$ cat config.mk
export PLATFORM = sky130hd
export DESIGN_NAME = ssd_mux_driver
export DESIGN_NICKNAME = d
export VERILOG_FILES = /design/src/rtl/ssd_mux_driver.sv
export SDC_FILE = /design/constraint.sdc
export NUM_CORES = 1
export LEC_CHECK = 0
export BUFFER_PORTS_ARGS = -buffer_cell sky130_fd_sc_hd__buf_2
export CORE_UTILIZATION = 39
export CTS_BUF_LIST = sky130_fd_sc_hd__clkbuf_8
export DETAILED_ROUTE_END_ITERATION = 10
export SYNTH_ARGS = -nofsm -noshare
export SYNTH_HDL_FRONTEND = slang
export SYNTH_SLANG_ARGS = --single-unit
$ cat constraint.sdc
create_clock -name ssd_mux_driver_port_clk -period 4.6 [get_ports ssd_mux_driver_port_clk]
set_clock_uncertainty 0.1 [all_clocks]
set_input_delay 1.15 -clock ssd_mux_driver_port_clk [delete_from_list [all_inputs] [get_ports ssd_mux_driver_port_clk]]
set_output_delay 1.15 -clock ssd_mux_driver_port_clk [all_outputs]
set_load 0.02 [all_outputs]
$ cat src/rtl/ssd_mux_driver.sv
// ssd_mux_driver
//   Time-multiplexed driver for N common-anode seven-segment digits.
//   Digit codes, decimal points and the leading-zero-blanking enable are
//   captured into a pending buffer on load and moved to the active buffer
//   only at a frame boundary, so each frame shows data from a single load.
//   Each digit slot lasts REFRESH_DIV cycles; the first DEAD_CYCLES of a slot
//   keep all anodes off to stop ghosting between digits.
//
// Ports
//   ssd_mux_driver_port_clk        clock, rising edge
//   ssd_mux_driver_port_rst_n      asynchronous active-low reset
//   ssd_mux_driver_port_inp        packed 4-bit codes, digit 0 in bits [3:0]
//   ssd_mux_driver_port_dp         decimal point per digit, 1 = lit
//   ssd_mux_driver_port_load       capture strobe for inp / dp / lzb_en
//   ssd_mux_driver_port_lzb_en     leading-zero blanking enable
//   ssd_mux_driver_port_cc         segments {a..g}, active-low
//   ssd_mux_driver_port_dp_out     decimal point, active-low
//   ssd_mux_driver_port_an         anode enables, active-low, one-cold
//   ssd_mux_driver_port_frame_done one-cycle pulse after each frame boundary
module ssd_mux_driver #(
    parameter int unsigned N_DIGITS    = 4,
    parameter int unsigned REFRESH_DIV = 100000,
    parameter int unsigned DEAD_CYCLES = 2
) (
    input  logic                    ssd_mux_driver_port_clk,
    input  logic                    ssd_mux_driver_port_rst_n,
    input  logic [4*N_DIGITS-1:0]   ssd_mux_driver_port_inp,
    input  logic [N_DIGITS-1:0]     ssd_mux_driver_port_dp,
    input  logic                    ssd_mux_driver_port_load,
    input  logic                    ssd_mux_driver_port_lzb_en,
    output logic [6:0]              ssd_mux_driver_port_cc,
    output logic                    ssd_mux_driver_port_dp_out,
    output logic [N_DIGITS-1:0]     ssd_mux_driver_port_an,
    output logic                    ssd_mux_driver_port_frame_done
);

    localparam int unsigned CODES_W = 4 * N_DIGITS;
    localparam int unsigned CNT_W   = (REFRESH_DIV > 1) ? $clog2(REFRESH_DIV) : 1;
    localparam int unsigned IDX_W   = (N_DIGITS > 1) ? $clog2(N_DIGITS) : 1;

    localparam logic [CNT_W-1:0]   CNT_LAST    = CNT_W'(REFRESH_DIV - 1);
    localparam logic [IDX_W-1:0]   IDX_LAST    = IDX_W'(N_DIGITS - 1);
    localparam logic [6:0]         SEG_BLANK   = 7'b1111111;
    localparam logic [3:0]         CODE_ZERO   = 4'h0;
    localparam logic [3:0]         CODE_BLANK  = 4'hA;
    localparam logic [CODES_W-1:0] CODES_RESET = {N_DIGITS{CODE_BLANK}};

    // Code-to-segment map, bits {a..g}, 0 = segment lit
    function automatic logic [6:0] seg_decode(input logic [3:0] code);
        logic [6:0] seg;
        case (code)
            4'h0:    seg = 7'b0000001;
            4'h1:    seg = 7'b1001111;
            4'h2:    seg = 7'b0010010;
            4'h3:    seg = 7'b0000110;
            4'h4:    seg = 7'b1001100;
            4'h5:    seg = 7'b0100100;
            4'h6:    seg = 7'b0100000;
            4'h7:    seg = 7'b0001111;
            4'h8:    seg = 7'b0000000;
            4'h9:    seg = 7'b0000100;
            4'hB:    seg = 7'b1100000;
            4'hC:    seg = 7'b0110001;
            4'hD:    seg = 7'b1000010;
            4'hE:    seg = 7'b0111010;
            4'hF:    seg = 7'b1011010;
            default: seg = SEG_BLANK;
        endcase
        return seg;
    endfunction

    // Scan counters
    logic [CNT_W-1:0]    cnt_q, cnt_d;
    logic [IDX_W-1:0]    idx_q, idx_d;

    // Pending and active buffers
    logic [CODES_W-1:0]  pend_codes_q, pend_codes_d;
    logic [N_DIGITS-1:0] pend_dp_q, pend_dp_d;
    logic                pend_lzb_q, pend_lzb_d;
    logic                pend_valid_q, pend_valid_d;
    logic [CODES_W-1:0]  act_codes_q, act_codes_d;
    logic [N_DIGITS-1:0] act_dp_q, act_dp_d;
    logic                act_lzb_q, act_lzb_d;

    // Registered outputs
    logic [6:0]          cc_q, cc_d;
    logic                dp_out_q, dp_out_d;
    logic [N_DIGITS-1:0] an_q, an_d;
    logic                frame_done_q, frame_done_d;

    logic                boundary_c;
    logic                dead_c;
    logic [N_DIGITS-1:0] lzb_blank_c;
    logic                higher_ok_c;
    logic [3:0]          scan_code_c;
    logic [3:0]          sel_code_c;
    logic                sel_dp_c;
    logic                sel_blank_c;

    assign boundary_c = (idx_q == IDX_LAST) && (cnt_q == CNT_LAST);

    // Anti-ghosting window at the start of every slot
    if (DEAD_CYCLES == 0) begin : g_no_dead
        assign dead_c = 1'b0;
    end else begin : g_dead
        assign dead_c = (cnt_q < CNT_W'(DEAD_CYCLES));
    end

    // Counters and double buffer
    always_comb begin
        cnt_d        = cnt_q + CNT_W'(1);
        idx_d        = idx_q;
        pend_codes_d = pend_codes_q;
        pend_dp_d    = pend_dp_q;
        pend_lzb_d   = pend_lzb_q;
        pend_valid_d = pend_valid_q;
        act_codes_d  = act_codes_q;
        act_dp_d     = act_dp_q;
        act_lzb_d    = act_lzb_q;

        if (cnt_q == CNT_LAST) begin
            cnt_d = '0;
            idx_d = (idx_q == IDX_LAST) ? '0 : idx_q + IDX_W'(1);
        end

        if (boundary_c) begin
            // A load in the boundary cycle bypasses pending and wins
            if (ssd_mux_driver_port_load) begin
                act_codes_d = ssd_mux_driver_port_inp;
                act_dp_d    = ssd_mux_driver_port_dp;
                act_lzb_d   = ssd_mux_driver_port_lzb_en;
            end else if (pend_valid_q) begin
                act_codes_d = pend_codes_q;
                act_dp_d    = pend_dp_q;
                act_lzb_d   = pend_lzb_q;
            end
            pend_valid_d = 1'b0;
        end else if (ssd_mux_driver_port_load) begin
            pend_codes_d = ssd_mux_driver_port_inp;
            pend_dp_d    = ssd_mux_driver_port_dp;
            pend_lzb_d   = ssd_mux_driver_port_lzb_en;
            pend_valid_d = 1'b1;
        end
    end

    // Leading-zero blanking: walk down from the most significant digit while
    // everything above is still zero or blank
    always_comb begin
        lzb_blank_c = '0;
        higher_ok_c = 1'b1;
        scan_code_c = '0;
        for (int i = N_DIGITS - 1; i >= 0; i--) begin
            scan_code_c    = act_codes_q[4*i +: 4];
            lzb_blank_c[i] = act_lzb_q && (i != 0) && (scan_code_c == CODE_ZERO) && higher_ok_c;
            higher_ok_c    = higher_ok_c &&
                             ((scan_code_c == CODE_ZERO) || (scan_code_c == CODE_BLANK));
        end
    end

    // Digit select and output formation
    always_comb begin
        sel_code_c   = CODE_BLANK;
        sel_dp_c     = 1'b0;
        sel_blank_c  = 1'b0;
        an_d         = '1;
        cc_d         = SEG_BLANK;
        dp_out_d     = 1'b1;
        frame_done_d = boundary_c;

        for (int i = 0; i < N_DIGITS; i++) begin
            if (idx_q == IDX_W'(i)) begin
                sel_code_c  = act_codes_q[4*i +: 4];
                sel_dp_c    = act_dp_q[i];
                sel_blank_c = lzb_blank_c[i];
                if (!dead_c) begin
                    an_d[i] = 1'b0;
                end
            end
        end

        if (!dead_c) begin
            cc_d     = sel_blank_c ? SEG_BLANK : seg_decode(sel_code_c);
            dp_out_d = ~sel_dp_c;
        end
    end

    // State register
    always_ff @(posedge ssd_mux_driver_port_clk or negedge ssd_mux_driver_port_rst_n) begin
        if (!ssd_mux_driver_port_rst_n) begin
            cnt_q        <= '0;
            idx_q        <= '0;
            pend_codes_q <= CODES_RESET;
            pend_dp_q    <= '0;
            pend_lzb_q   <= 1'b0;
            pend_valid_q <= 1'b0;
            act_codes_q  <= CODES_RESET;
            act_dp_q     <= '0;
            act_lzb_q    <= 1'b0;
            cc_q         <= SEG_BLANK;
            dp_out_q     <= 1'b1;
            an_q         <= '1;
            frame_done_q <= 1'b0;
        end else begin
            cnt_q        <= cnt_d;
            idx_q        <= idx_d;
            pend_codes_q <= pend_codes_d;
            pend_dp_q    <= pend_dp_d;
            pend_lzb_q   <= pend_lzb_d;
            pend_valid_q <= pend_valid_d;
            act_codes_q  <= act_codes_d;
            act_dp_q     <= act_dp_d;
            act_lzb_q    <= act_lzb_d;
            cc_q         <= cc_d;
            dp_out_q     <= dp_out_d;
            an_q         <= an_d;
            frame_done_q <= frame_done_d;
        end
    end

    assign ssd_mux_driver_port_cc         = cc_q;
    assign ssd_mux_driver_port_dp_out     = dp_out_q;
    assign ssd_mux_driver_port_an         = an_q;
    assign ssd_mux_driver_port_frame_done = frame_done_q;

endmodule

# Word level (Yosys, flattened, before mapping)
# Memory sizes are Yosys's and may differ from the RTL's.
# Index checks and enable logic that the tools add are counted.
[totals] register_bits=75 mem_bits_ro=112 in_bits=24 elab_cells=71 memories=1
[classes] addsub=2 order_cmp=1 n_eq_ne=6 muxes=29 bitwise_logic=2 reduce_logical=17
[mem_list] name="(no name shown)" words=16 width=7 read_ports=1 rd_ports_with_merged_regs=0 wr=0 line="51" source="case (code)"
[ops] operator="two-way mux 16 bit" n=2
[ops] operator="two-way mux 4 bit" n=6
[ops] operator="adder 17 x 1 -> 17 bit (second input constant)" n=1
[ops] operator="== test 17 bit (second input constant)" n=1
[ops] operator="less-than comparator 17 x 2 -> 1 bit (second input constant)" n=1
[ops] operator="two-way mux 1 bit" n=17
[ops] operator="two-way mux 17 bit" n=1
[ops] operator="two-way mux 7 bit" n=2
[ops] operator="logical NOT 4 bit" n=3
[ops] operator="== test 4 bit (second input constant)" n=2
[ops] operator="logical AND 1 bit" n=7
[ops] operator="== test 2 bit (second input constant)" n=2
[ops] operator="AND reduction 2 bit" n=2
[ops] operator="nonzero test 2 bit" n=2
[ops] operator="adder 2 x 1 -> 2 bit (second input constant)" n=1
[ops] operator="== test 2 x 1 -> 1 bit (second input constant)" n=1
[ops] operator="logical NOT 2 bit" n=1
[ops] operator="logical OR 1 bit" n=2
[ops] operator="two-way mux 2 bit" n=1
[ops] operator="NOT 1 bit" n=2

# Longest topological paths before layout
# Gate-level depths: netlist of the first run.
[depth] ltp_word=9 depth_mapped=11

# Worst setup path before layout of the first run
# OpenSTA, ideal clock, no wires.
[synth_timing] path_type="in2reg" from="input port ssd_mux_driver_port_load" to="register act_codes_q[0]" setup_ns=0.125 t_arrival_ns=2.091 required_time_ns=4.375 slack_ns=2.284 cell_stages=3 n_path_buf=1 cell_sequence="clkbuf_1 > mux2_2 > mux2_4"
[synth_via] elab_chain_len=2 word_cells_on_any_way=3
[synth_rtl] item="start, declared" line="29" source="input logic ssd_mux_driver_port_load,"
[synth_rtl] item="nonzero test 2 bit (no line)"
[synth_rtl] item="AND reduction 2 bit (no line)"
[synth_rtl] item="end signal, assigned" line="210" source="act_codes_q <= act_codes_d;"
[synth_rtl] item="end, declared" line="81" source="logic [CODES_W-1:0] act_codes_q, act_codes_d;"
# Parallel ways exist; a longest one is shown, timed or not.
# A chain may end at the register's enable or synchronous reset.

# Final worst setup path of the first run
[layout_timing] from="input port ssd_mux_driver_port_load" to="register act_codes_q[4]"
# The elaborated chain is that of the path after synthesis.

==> flow_summary.ini, run 1 <==
[yosys]
synth_top_area_share_pct = 30.8
synth.largest_area_cell = dfrtp_1
syn_area_per_cell_sq_um = 12.1
yosysSeqAreaShare_pct = 50.1
syn-cell-area_sq_um = 3810
synth_nets = 348
yosys_warnings = 0
syn_inst = 316
ys_top_cells_by_area = dfrtp_1, dfstp_2, mux2_4
ys_types = 47
ys_seq_elements = 75

[clocking]
clk_pin_slew_worst_paths_ns = 0.08
cts_resized = 0
cts_tree = done
clk_latency_ns = 0.36
clockRootBuffer = clkbuf_8
htree_levels = 3
clkSinkCount = 75
clockBufferDepth = 2
cts_hold_buf = 0
cts_inserted_buffers = 9
post_cts_buffers = 0

[floorplan]
die-area_sq_um = 10200
placementRows = 35
ioPinCount = 37
start_util_pct = 40.7
die_y_microns = 101
die_w_microns = 101
core_area_sq_um = 9370

[grt]
grt_first_pass_wirelength_microns = 12800
first_global_vias = 2539
grt_overflow_total = 0
grt_use_total_pct = 16.6
antenna_found_initial = 0
grt_max_degree = 35

[power_and_ir_drop]
power-per-cell-area_nw_per_um2 = 309
max-vdd-ir-drop_uv = 114
power.leakage_uw = 0.00190

[critical_path]
crit_path_start_kind = input port
arrival_ns = 3.00
critPathRequiredTime_ns = 4.73
cp_max_fo = 23
path_class = in -> reg
worstRegToRegCells = 8
cp-end-kind = register

[timing]
max_freq_ghz = 0.349
hold_slack_ns = 0.388
setup_tns_ns = 0
rsz0062_at_grt = false
max_slew_margin_pct = 38.4
slew_violations = 0
min_period_over_period_pct = 62.3
finalCriticalPeriod_ns = 2.87
worstMarginPinSlew_ns = 0.909
hold_viol_final = 0
setup_viol = 0

[layout]
final_layout_size_suffix_gt1_share_pct = 37.7
layout_commonest_cell = dfrtp_1
layout.nets = 385
n_fill_cell = 893
final_cell_mix = dfrtp_1, buf_2, dfstp_2
syn_to_final_growth_pct = 13.6
n_antenna_cell = 0
post-route-util_pct = 46.2

[placement]
place_hpwl_microns = 5230
gp_congestion = 0.775
port_buffers = 36

[detailed_routing]
viasPerCell = 5.13
avgRoutedWirePerCell_microns = 15.4
firstDrtPassIters = 4
vias = 2497
drt_wl_total_microns = 7490
drc = 0
ant_nets = 0
first_iter_violations = 65

[job]
drv_cap = 0

[outcome]
outcome = complete, no violations

[hold_path]
hold_depth = 1
hold_class = reg -> reg
[layout make-up]
type                            instances  area, sq um  area share (%)
Clock inverter                          7         98.8            2.28
Sequential cell                        75         1910            44.1
Multi-Input combinational cell        219         1800            41.5
Tap cell                              129          161            3.72
Inverter                                8         30.0           0.693
Clock buffer                            9          124            2.86
Timing Repair Buffer                   40          210            4.85
[per-layer routing]
metal	vias to the layer above	share of wire [%]	GRT usage (%)
li1	1203	-	-
met1	1246	48	22.6
met2	39	47	25.8
met3	9	3.1	3.81
met4	0	1.2	6.02
met5	-	0	0
[cell usage after synthesis (all sizes together)]
cell type	instances
a311oi	1
nand3b	6
or2	2
a311o	1
xnor2	7
ha	8
a21oi	10
o311a	3
and3b	1
and4	3
dfstp	28
and2	2
nor3	7
a41oi	1
or3	2
o22ai	1
mux2	63
xor2	7
o311ai	1
or4	1
nor4	3
nor2b	6
inv	8
dfrtp	47
a21boi	1
nand3	10
nand2b	1
buf	8
a211oi	1
nand2	25
clkbuf	6
o2111ai	2
o221ai	3
o32a	1
nand4	5
o211ai	1
nor2	22
o21ai	7
nor3b	4
[power by group]
part / switching, uW / internal [uW]
registers: 7.57 / 683
clock network: 265 / 309
logic: 36.9 / 37.8
[flip-flops by register name, indices dropped and copies added, names as in the netlist]
register and count:
ssd_mux_driver_port_frame_done 1, act_codes_q 16, act_dp_q 4, ssd_mux_driver_port_an 4, pend_dp_q 4, ssd_mux_driver_port_cc 7, act_lzb_q 1, cnt_q 17
pend_lzb_q 1, pend_codes_q 16, idx_q 2, pend_valid_q 1, ssd_mux_driver_port_dp_out 1
[path summary, 6_finish.rpt]
path	start	end	slack [ns]
max	ssd_mux_driver_port_load	act_codes_q[4]	1.73
min	pend_codes_q[6]	pend_codes_q[6]	0.39
max reg2reg	idx_q[0]	ssd_mux_driver_port_cc[3]	1.81
min reg2reg	pend_codes_q[6]	pend_codes_q[6]	0.39
max in group asynchronous	ssd_mux_driver_port_rst_n	pend_codes_q[11]	2.78
min in group asynchronous	ssd_mux_driver_port_rst_n	cnt_q[12]	0.77
[worst max-delay path, stage by stage]
cell and delay, ns:
buf_2 0.44, nor2_1 0.13, nand3b_2 0.74, mux2_4 0.52
[cell families after synthesis]
| kind of cell | share of synthesized area (%) |
|---|---|
| xor gates and xnor gates | 3.22 |
| AOI/OAI and AO/OA | 6.40 |
| and+or+nand+nor | 14.3 |
| adders and majority gates | 2.62 |
| buffers and inverters | 2.72 |
| muxes | 20.6 |
| DFF | 50.1 |
[stage by stage]
| step | cell area (sq um) | total power, uW | worst slack (ns) | cells |
|---|---|---|---|---|
| 2_1_floorplan | 3810 | 742 | 2.28 | 316 |
| 3_3_place_gp | 4110 | 777 | 1.42 | 471 |
| 3_5_place_dp | 4110 | 780 | 1.36 | 471 |
| 4_1_cts | 4330 | 1360 | 1.73 | 487 |
| 5_1_grt | 4330 | 1400 | 1.56 | 487 |
| 6_report | 4330 | 1340 | 1.73 | 487 |
Power figures use the tool's default switching activity.
==> run 2, diff against run 1 <==
ABC_AREA = 1   (was not set)
clock period = 2.6 ns   (was 4.6 ns; I/O delays follow)
==> run 2 against run 1 <==
  * Global-route usage decreased by 0.69 points
  * Utilization is 0.89 points lower
  * Area after synthesis rose by 10%
  * First-iteration DRC count increased by 120%
  * Sequential share of layout area decreased by 3.5 points
  * Power rose by 64%
  * Setup slack got worse by 1.4 ns
  * Wire length rose by 7.7%
  * Critical path depth increased by 8
  * Via count up 31%
==> flow_summary.ini, run 2 <==
[outcome]
outcome = complete, no violations

[clocking]
clk_latency_ns = 0.35
clockBufferDepth = 2
clockRootBuffer = clkbuf_8
htree_levels = 3
post_cts_buffers = 0
cts_hold_buf = 0
clk_pin_slew_worst_paths_ns = 0.08
cts_tree = done
cts_inserted_buffers = 9
clkSinkCount = 75
cts_resized = 0

[yosys]
synth_top_area_share_pct = 28.0
syn_area_per_cell_sq_um = 7.86
syn-cell-area_sq_um = 4200
syn_inst = 535
synth_common_cells = nand2_1, inv_1, dfrtp_1
synth_edf_count = 0
synth.largest_area_cell = dfrtp_1
ys_seq_elements = 75
yosysSeqAreaShare_pct = 45.5
ys_top_cells_by_area = dfrtp_1, dfstp_2, nand2_1
synth_nets = 567
yosysMostFrequentCell = nand2_1
ys_types = 29
async_flop_share_pct = 100
yosys_warnings = 0
synthFlopType = dfrtp_1

[timing]
worstMarginPinSlew_ns = 0.476
setup_tns_ns = 0
max_slew_margin_pct = 68.1
setup_viol = 0
hold_viol_final = 0
rsz0062_at_grt = false
hold_slack_ns = 0.149
finalCriticalPeriod_ns = 2.25
min_period_over_period_pct = 86.7
max_freq_ghz = 0.444
slew_violations = 0

[floorplan]
start_util_pct = 40.5
die-area_sq_um = 11200
placementRows = 37
ioPinCount = 37
core_area_sq_um = 10400
die_y_microns = 106
die_w_microns = 106

[critical_path]
path_class = reg -> reg
rrSetupSlack_ns = 0.35
cp_cell_sequence = inv_1 -> ha_1 -> inv_1 -> nand3_1 -> nand2_1 -> nand2_1 -> inv_1 -> ha_1 -> nand2_1 -> nand2_1 -> nand2_1 -> nand3_1
cp-end-kind = register
r2r-end = ssd_mux_driver_port_cc[0]
max_stage_delay_ns = 0.43
cp_max_fo = 10
worstRegToRegCells = 12
worstReg2RegStart = idx_q[0]
crit_top_cell = nand2_1
crit_path_start_kind = register
arrival_ns = 2.42
critPathRequiredTime_ns = 2.76
cp_slowest_cell = dfrtp_1

[power_and_ir_drop]
p_total_uw = 2200
switching_share_pct = 24.5
p_clk_share_pct = 38.3
combinationalPowerShare_pct = 6.2
power-per-cell-area_nw_per_um2 = 467
max-vdd-ir-drop_uv = 274
power.leakage_uw = 0.00233
power_frac_seq_pct = 55.5
p_int_uw = 1660
p_sw_uw = 539

[layout]
syn_to_final_growth_pct = 11.9
stdcell_area_sq_um = 4700
n_antenna_cell = 0
largest_register_ffs = 17
post-route-util_pct = 45.4
final_layout_size_suffix_gt1_share_pct = 23.4
layout.nets = 605
reg_top3 = cnt_q x17, act_codes_q x16, pend_codes_q x16
final_cell_mix = nand2_1, inv_1, dfrtp_1
largest_register = cnt_q
layout_commonest_cell = nand2_1

[detailed_routing]
drc = 0
viasPerCell = 4.59
vias = 3280
first_iter_violations = 143
avgRoutedWirePerCell_microns = 11.3
ant_nets = 0
firstDrtPassIters = 5
drt_wl_total_microns = 8070

[placement]
place_hpwl_microns = 5860
dpl_cell_area_sq_um = 4510
gp_congestion = 0.876
port_buffers = 36

[grt]
antenna_found_initial = 0
first_global_vias = 3052
grt_use_total_pct = 15.9
grt_max_degree = 56
grt_first_pass_wirelength_microns = 14300
grt_overflow_total = 0

[job]
drv_cap = 0

[hold_path]
hold_class = in -> async
==> run 2: cell types whose count changed after synthesis, sizes merged, moves of 22 or more <==
| cell | before | now |
|---|---|---|
| nand2 | 25 | 145 |
| nor2 | 22 | 47 |
| mux2 | 63 | 0 |
| o21ai | 7 | 51 |
| o21a | 0 | 22 |
| inv | 8 | 100 |
==> run 2: final cells by class <==
type | instances | area (sq um)
Fill cell | 1064 | 5670
Sequential cell | 75 | 1910
Multi-Input combinational cell | 344 | 1800
Inverter | 100 | 375
Timing Repair Buffer | 43 | 258
Tap cell | 136 | 170
Clock buffer | 11 | 151
Clock inverter | 5 | 37.5
==> run 2: how the worst max path moves through the flow <==
stage	from	to	cells after the start
finish	idx_q[0]	ssd_mux_driver_port_cc[0]	12
global placement	idx_q[0]	ssd_mux_driver_port_cc[3]	11
detailed placement	idx_q[0]	ssd_mux_driver_port_cc[0]	12
CTS	idx_q[0]	ssd_mux_driver_port_cc[3]	11
global route	idx_q[0]	ssd_mux_driver_port_cc[0]	12
floorplan	idx_q[0]	ssd_mux_driver_port_cc[3]	12
==> run 2: critical path, delay by kind of cell (launching register included) <==
family	cells	cell delay, ns
DFF	1	0.43
buffers and inverters	3	0.41
and+or+nand+nor	7	0.70
adders and majority gates	2	0.54
==> run 2: cell families (layout without fill, tap and decap cells) <==
| group | after synthesis | after routing | synth area share (%) |
|---|---|---|---|
| compound gates | 85 | 85 | 13.3 |
| fa+ha+maj | 8 | 8 | 2.38 |
| xor+xnor | 8 | 8 | 1.67 |
| buf+inv | 116 | 159 | 11.7 |
| flops | 75 | 75 | 45.5 |
| simple gates | 243 | 243 | 25.4 |
==> run 2: power groups by stage <==
stage	registers [uW]	clock network, uW	logic [uW]
6_report	1220	841	135
5_1_grt	1220	919	157
4_1_cts	1220	870	141
3_5_place_dp	1240	0	139
3_3_place_gp	1240	0	140
2_1_floorplan	1240	0	81.2
==> run 2: per-stage QoR <==
stage          cells  setup slack, ns
3_5_place_dp     698            0.361
2_1_floorplan    535            0.681
3_3_place_gp     698            0.387
6_report         714            0.346
4_1_cts          714            0.346
5_1_grt          714            0.123
==> run 2: layer usage <==
| layer | global-route usage [%] | vias to the layer above | share of wire (%) |
|---|---|---|---|
| met4 | 4.66 | 0 | 0.97 |
| met3 | 3.65 | 7 | 3.9 |
| met2 | 23.4 | 59 | 43 |
| li1 | - | 1725 | - |
| met5 | 0 | - | 0 |
| met1 | 23.0 | 1489 | 52 |
